<file path="config.mk">
export PLATFORM = sky130hd
export DESIGN_NAME = uart_tx_arbiter_flat
export DESIGN_NICKNAME = d
export VERILOG_FILES = /design/src/rtl/uart_tx_arbiter_if.sv /design/src/rtl/uart_tx_arbiter.sv /design/src/flat_wrapper.sv
export SDC_FILE = /design/constraint.sdc
export NUM_CORES = 1
export LEC_CHECK = 0
export ABC_AREA = 0
export BUFFER_PORTS_ARGS = -buffer_cell sky130_fd_sc_hd__buf_2
export CAP_MARGIN = 0
export CORE_MARGIN = 2
export CORE_UTILIZATION = 36
export DETAILED_ROUTE_END_ITERATION = 16
export PLACE_DENSITY = 0.58
export SLEW_MARGIN = 20
export SYNTH_ARGS = -nofsm -noshare
export SYNTH_HDL_FRONTEND = slang
export SYNTH_SLANG_ARGS = --single-unit
</file>
<file path="constraint.sdc">
create_clock -name clk -period 5.6 [get_ports clk]
set_input_delay 0.28 -clock clk [delete_from_list [all_inputs] [get_ports clk]]
set_output_delay 0.28 -clock clk [all_outputs]
set_load 0.005 [all_outputs]
</file>
<file path="src/rtl/uart_tx_arbiter_if.sv">
// Bundle between the four requesters, the UART transmitter and the arbiter.
// Handshakes:
// - A requester holds req_valid[k] with its byte until it sees the one-cycle
//   req_ready[k] acknowledge, then drops or updates it.
// - tx_start is a one-cycle launch with tx_byte stable.
// - tx_done is a one-cycle completion pulse from the transmitter.
interface uart_tx_arbiter_if;
  logic [3:0]  req_valid;
  logic [31:0] req_data;
  logic [3:0]  req_ready;
  logic        tx_start;
  logic [7:0]  tx_byte;
  logic        tx_done;
  logic [1:0]  grant_id;
  logic        busy;
  logic        err;
  logic [1:0]  err_id;

  modport master (
    input  req_valid, req_data, tx_done,
    output req_ready, tx_start, tx_byte, grant_id, busy, err, err_id
  );

  modport slave (
    output req_valid, req_data, tx_done,
    input  req_ready, tx_start, tx_byte, grant_id, busy, err, err_id
  );
endinterface

</file>
<file path="src/rtl/uart_tx_arbiter.sv">
// Round-robin arbiter feeding one UART transmitter from four byte requesters,
// with a completion timeout and an idle guard gap between transfers.
module uart_tx_arbiter #(
  parameter logic [15:0] TIMEOUT = 16'd20000,
  parameter logic [3:0]  GAP     = 4'd2
) (
  input  logic                  clk,
  input  logic                  rst,
  uart_tx_arbiter_if.master     bus,
  output logic [1:0]            state_dbg
);

  typedef enum logic [1:0] {
    S_IDLE   = 2'd0,
    S_LAUNCH = 2'd1,
    S_WAIT   = 2'd2,
    S_GAP    = 2'd3
  } state_t;

  state_t      state, state_n;
  logic [1:0]  ptr;
  logic [15:0] timer;
  logic [3:0]  gap_cnt;
  logic [7:0]  tx_byte_q;
  logic [1:0]  grant_q;
  logic        err_q;
  logic [1:0]  err_id_q;

  logic [1:0]  winner;
  logic [1:0]  cand;
  logic        found;
  logic        err_set;

  // Walk from the farthest offset down so the first set bit after ptr wins.
  always_comb begin
    winner = ptr;
    cand   = ptr;
    found  = |bus.req_valid;
    for (int i = 3; i >= 0; i--) begin
      cand = ptr + 2'(i);
      if (bus.req_valid[cand]) winner = cand;
    end
  end

  always_comb begin
    state_n = state;
    err_set = 1'b0;
    case (state)
      S_IDLE:   if (found) state_n = S_LAUNCH;
      S_LAUNCH: state_n = S_WAIT;
      S_WAIT: begin
        // Completion beats a coincident timeout.
        if (bus.tx_done) begin
          state_n = (GAP == 4'd0) ? S_IDLE : S_GAP;
        end else if (timer == TIMEOUT - 16'd1) begin
          err_set = 1'b1;
          state_n = (GAP == 4'd0) ? S_IDLE : S_GAP;
        end
      end
      S_GAP:    if (gap_cnt == GAP - 4'd1) state_n = S_IDLE;
      default:  state_n = S_IDLE;
    endcase
  end

  always_ff @(posedge clk or posedge rst) begin
    if (rst) begin
      state     <= S_IDLE;
      ptr       <= 2'd0;
      timer     <= 16'd0;
      gap_cnt   <= 4'd0;
      tx_byte_q <= 8'h00;
      grant_q   <= 2'd0;
      err_q     <= 1'b0;
      err_id_q  <= 2'd0;
    end else begin
      state <= state_n;
      err_q <= err_set;
      if (err_set) err_id_q <= grant_q;
      case (state)
        S_IDLE: begin
          if (found) begin
            tx_byte_q <= bus.req_data[{winner, 3'b000} +: 8];
            grant_q   <= winner;
            ptr       <= winner + 2'd1;
          end
        end
        S_LAUNCH: timer <= 16'd0;
        S_WAIT: begin
          timer   <= timer + 16'd1;
          gap_cnt <= 4'd0;
        end
        S_GAP:    gap_cnt <= gap_cnt + 4'd1;
        default:  ;
      endcase
    end
  end

  assign bus.req_ready = (state == S_LAUNCH) ? (4'b0001 << grant_q) : 4'b0000;
  assign bus.tx_start  = (state == S_LAUNCH);
  assign bus.tx_byte   = tx_byte_q;
  assign bus.grant_id  = grant_q;
  assign bus.busy      = (state != S_IDLE);
  assign bus.err       = err_q;
  assign bus.err_id    = err_id_q;
  assign state_dbg     = state;

endmodule

</file>
<file path="src/flat_wrapper.sv">
// flat-port wrapper written by rule: the top's interface ports become plain ports
module uart_tx_arbiter_flat 
#(
  parameter logic [15:0] TIMEOUT = 16'd20000,
  parameter logic [3:0]  GAP     = 4'd2
)
  (clk, rst, state_dbg, bus_req_valid, bus_req_data, bus_tx_done, bus_req_ready, bus_tx_start, bus_tx_byte, bus_grant_id, bus_busy, bus_err, bus_err_id);
  uart_tx_arbiter_if bus_i ();
  input  logic clk;
  input  logic rst;
  output logic [1:0] state_dbg;
  input wire logic [$bits(bus_i.req_valid)-1:0] bus_req_valid;
  input wire logic [$bits(bus_i.req_data)-1:0] bus_req_data;
  input wire logic [$bits(bus_i.tx_done)-1:0] bus_tx_done;
  output wire logic [$bits(bus_i.req_ready)-1:0] bus_req_ready;
  output wire logic [$bits(bus_i.tx_start)-1:0] bus_tx_start;
  output wire logic [$bits(bus_i.tx_byte)-1:0] bus_tx_byte;
  output wire logic [$bits(bus_i.grant_id)-1:0] bus_grant_id;
  output wire logic [$bits(bus_i.busy)-1:0] bus_busy;
  output wire logic [$bits(bus_i.err)-1:0] bus_err;
  output wire logic [$bits(bus_i.err_id)-1:0] bus_err_id;
  assign bus_i.req_valid = bus_req_valid;
  assign bus_i.req_data = bus_req_data;
  assign bus_i.tx_done = bus_tx_done;
  assign bus_req_ready = bus_i.req_ready;
  assign bus_tx_start = bus_i.tx_start;
  assign bus_tx_byte = bus_i.tx_byte;
  assign bus_grant_id = bus_i.grant_id;
  assign bus_busy = bus_i.busy;
  assign bus_err = bus_i.err;
  assign bus_err_id = bus_i.err_id;
  uart_tx_arbiter #(.TIMEOUT(TIMEOUT), .GAP(GAP)) u_core (.clk(clk), .rst(rst), .bus(bus_i), .state_dbg(state_dbg));
endmodule
</file>
==> out/metrics.cfg <==
[cells_and_area]
antennaDiodeCount = 0
nets = 329
post-route-util = 0.4532
drive_above_1_share = 0.3180
fillerInstances = 596
area_delta_synth_final_pct = 21.18

[synthesis]
synth.avg_cell_area_um2 = 10.03
synthCells = 222
synth.distinct_cells = 47
synthFlopType = dfrtp_1
ys_top_cells_by_area = dfrtp_1 (42%), mux2_4 (5.4%), ha_1 (4.5%), nand3_1 (4.0%), a21oi_1 (3.6%)
synth_edf_count = 0
synth_seq_area_share = 0.4157
async_flop_share = 1.000
synth_area_mm2 = 0.002227
synth_nets = 269
synth_warnings = 0
synth_seq_cells = 37
yosysTopAreaCellShare = 0.4157
yosysTopAreaCell = dfrtp_1

[sta]
rsz0062_at_grt = false
finalCriticalPeriod_ns = 2.477
fmax_mhz = 403.7
period_share = 0.4424
setup_tns_ns = 0
setup_viol_count_final = 0
hold_viol_final = 0
worstMarginPinSlew_ns = 0.8582
slew_headroom = 0.4267
skew_ns = 0.007319
whs_ns = 0.08311
maxSlewViolCount = 0

[critical_path]
cp_slowest_cell = nor4_1
cpPeakStageDelay_ns = 0.64
cp-end-kind = flop
crit_fanout = 12
worstPathRequired_ns = 5.75
start_kind = flop
critPathKind = reg2reg
worstPathArrival_ns = 2.63
path_cells = inv_1 > ha_1 > nand4_1 > nor4_1 > nand3_1 > xor2_1 > nor2_1

[grt]
grt_util_all_layers = 0.1512
grt_start_max_net_pins = 38
busiest_layer = met2
grt_pass1_wl_mm = 7.831
grtUsageMet2 = 0.2371
antenna_found_initial = 0
grt-ovfl-total = 0
grt_pass1_vias = 1643
met1_usage = 0.2045
grt_util_met3 = 0.03587

[route]
drc = 0
post_drt_via_cell_ratio = 5.092
drtIter0Drc = 82
vias = 1823
drt_first_pass_iters = 4
drt-total-wl_mm = 4.947
ant_nets = 0
wl_per_cell_um = 13.82

[floorplanning]
initial_core_util = 0.3739
die_w_um = 82.66
dieArea_mm2 = 0.006832
std_cell_rows = 28
core_mm2 = 0.005956
boundaryPins = 60
fp.dieH_um = 82.66

[clock_network]
cts_resized = 0
post-cts-setup-buffers = 0
clockRootBuffer = clkbuf_8
cts_buffers = 5
h-tree-depth = 2
cts_sinks = 37
clockBufferDepth = 2
clk_latency_ns = 0.30
ctsHoldBuffers = 0
cts_tree = built
cts.clk_slew.worst_paths_ns = 0.08

[power]
powerDensity_mw_per_mm2 = 430.3
ir_drop_v = 0.0001586
p_leak_nw = 1.276

[outcome]
outcome = completed

[placed_design]
portBuffers = 59
place.gp.congestion = 0.8094
dp_hpwl_mm = 3.618

[flow_run]
maxCapViolCount = 0

[hold_path]
min_path_type = in2async

==> metrics by stage <==
step	total power, W	instance area [um2]	std cells	setup WS [ns]
final	0.001161	2699	358	3.123
after global routing	0.001252	2699	358	2.885
after CTS	0.001178	2699	358	3.142
after detailed placement	0.0009343	2584	350	3.159
after global placement	0.0009265	2584	350	3.230
after floorplan	0.0007846	2227	222	3.561
==> synth_stat cells (2+ instances only) <==
| library cell | number |
|---|---|
| o21a_1 | 2 |
| nor2_1 | 15 |
| mux2i_1 | 2 |
| nand2b_1 | 4 |
| dfrtp_1 | 37 |
| inv_1 | 10 |
| nand2_1 | 14 |
| or3_1 | 4 |
| nand4_1 | 3 |
| buf_2 | 2 |
| mux2_2 | 4 |
| nor2b_1 | 4 |
| nor4b_1 | 3 |
| a221o_1 | 8 |
| a21oi_1 | 16 |
| clkbuf_1 | 3 |
| nor3_1 | 3 |
| xnor2_1 | 4 |
| o21ai_0 | 16 |
| nand3_1 | 18 |
| and3_1 | 3 |
| ha_1 | 8 |
| o31ai_1 | 2 |
| nor4_1 | 2 |
| xor2_1 | 6 |
| mux2_4 | 8 |
==> registers in the layout, summed over array words and instances (netlist names) <==
name,count
u_core.bus.tx_byte,8
u_core.bus.grant_id,2
u_core.bus.err_id,2
u_core.ptr,2
u_core.bus.err,1
u_core.state_dbg,2
u_core.timer,16
u_core.gap_cnt,4
==> area by class of cell <==
class | count | area (um2) | area share
inverter | 10 | 37.54 | 0.01391
sequential | 37 | 925.9 | 0.3431
tap | 75 | 93.84 | 0.03477
clock buffer | 5 | 68.82 | 0.02550
clock inverter | 3 | 46.29 | 0.01715
timing repair buffer | 60 | 302.8 | 0.1122
multi-input combinational | 168 | 1224 | 0.4534
==> power breakdown <==
group	leakage, nW	internal [W]	switching, W	total (W)
Sequential	0.489	0.000333	0.0000674	0.000400
Clock	0.0543	0.000133	0.000104	0.000237
Combinational	0.733	0.000237	0.000288	0.000524
==> worst paths after layout <==
kind | from | end | slack, ns | cells after the start
hold reg to reg | u_core.gap_cnt[3] | u_core.gap_cnt[3] | 0.48 | 1
setup / recovery | u_core.state_dbg[0] | u_core.timer[15] | 3.12 | 7
hold / removal | rst | u_core.bus.tx_byte[1] | 0.08 | 3
max in group asynchronous | rst | u_core.gap_cnt[3] | 5.19 | 3
min in group clk | bus_tx_done | u_core.bus.err | 0.22 | 2
setup reg to reg | u_core.state_dbg[0] | u_core.timer[15] | 3.12 | 7
==> worst max-delay path, delay by kind of cell (launching register included) <==
family	cells	cell delay, ns
XOR/XNOR	1	0.18
buffers and inverters	1	0.10
AND/OR/NAND/NOR	4	1.16
flip-flops	1	0.40
adder cells (fa/ha/maj)	1	0.50
==> cells by family after synthesis <==
group	after synthesis	synth area share
AO/OA/AOI/OAI	54	0.1674
XOR/XNOR	10	0.03932
adder cells (fa/ha/maj)	8	0.04495
buffers and inverters	17	0.03483
flip-flops	37	0.4157
multiplexers	14	0.08315
AND/OR/NAND/NOR	82	0.2146
==> layout by cell type (no fill, tap or decap), drive strengths merged, types with 10 or more instances in the layout <==
| cell | n |
|---|---|
| a21oi | 16 |
| buf | 60 |
| dfrtp | 37 |
| inv | 10 |
| mux2 | 12 |
| nand2 | 15 |
| nand3 | 18 |
| nor2 | 15 |
| o21ai | 17 |
==> routing by layer <==
metal | wire length, um | up-vias
met5 | 0 | -
met4 | 59 | 0
met3 | 253 | 6
met2 | 2195 | 56
met1 | 2438 | 838
li1 | - | 923
Note: power is estimated with default switching activity, not from simulation.
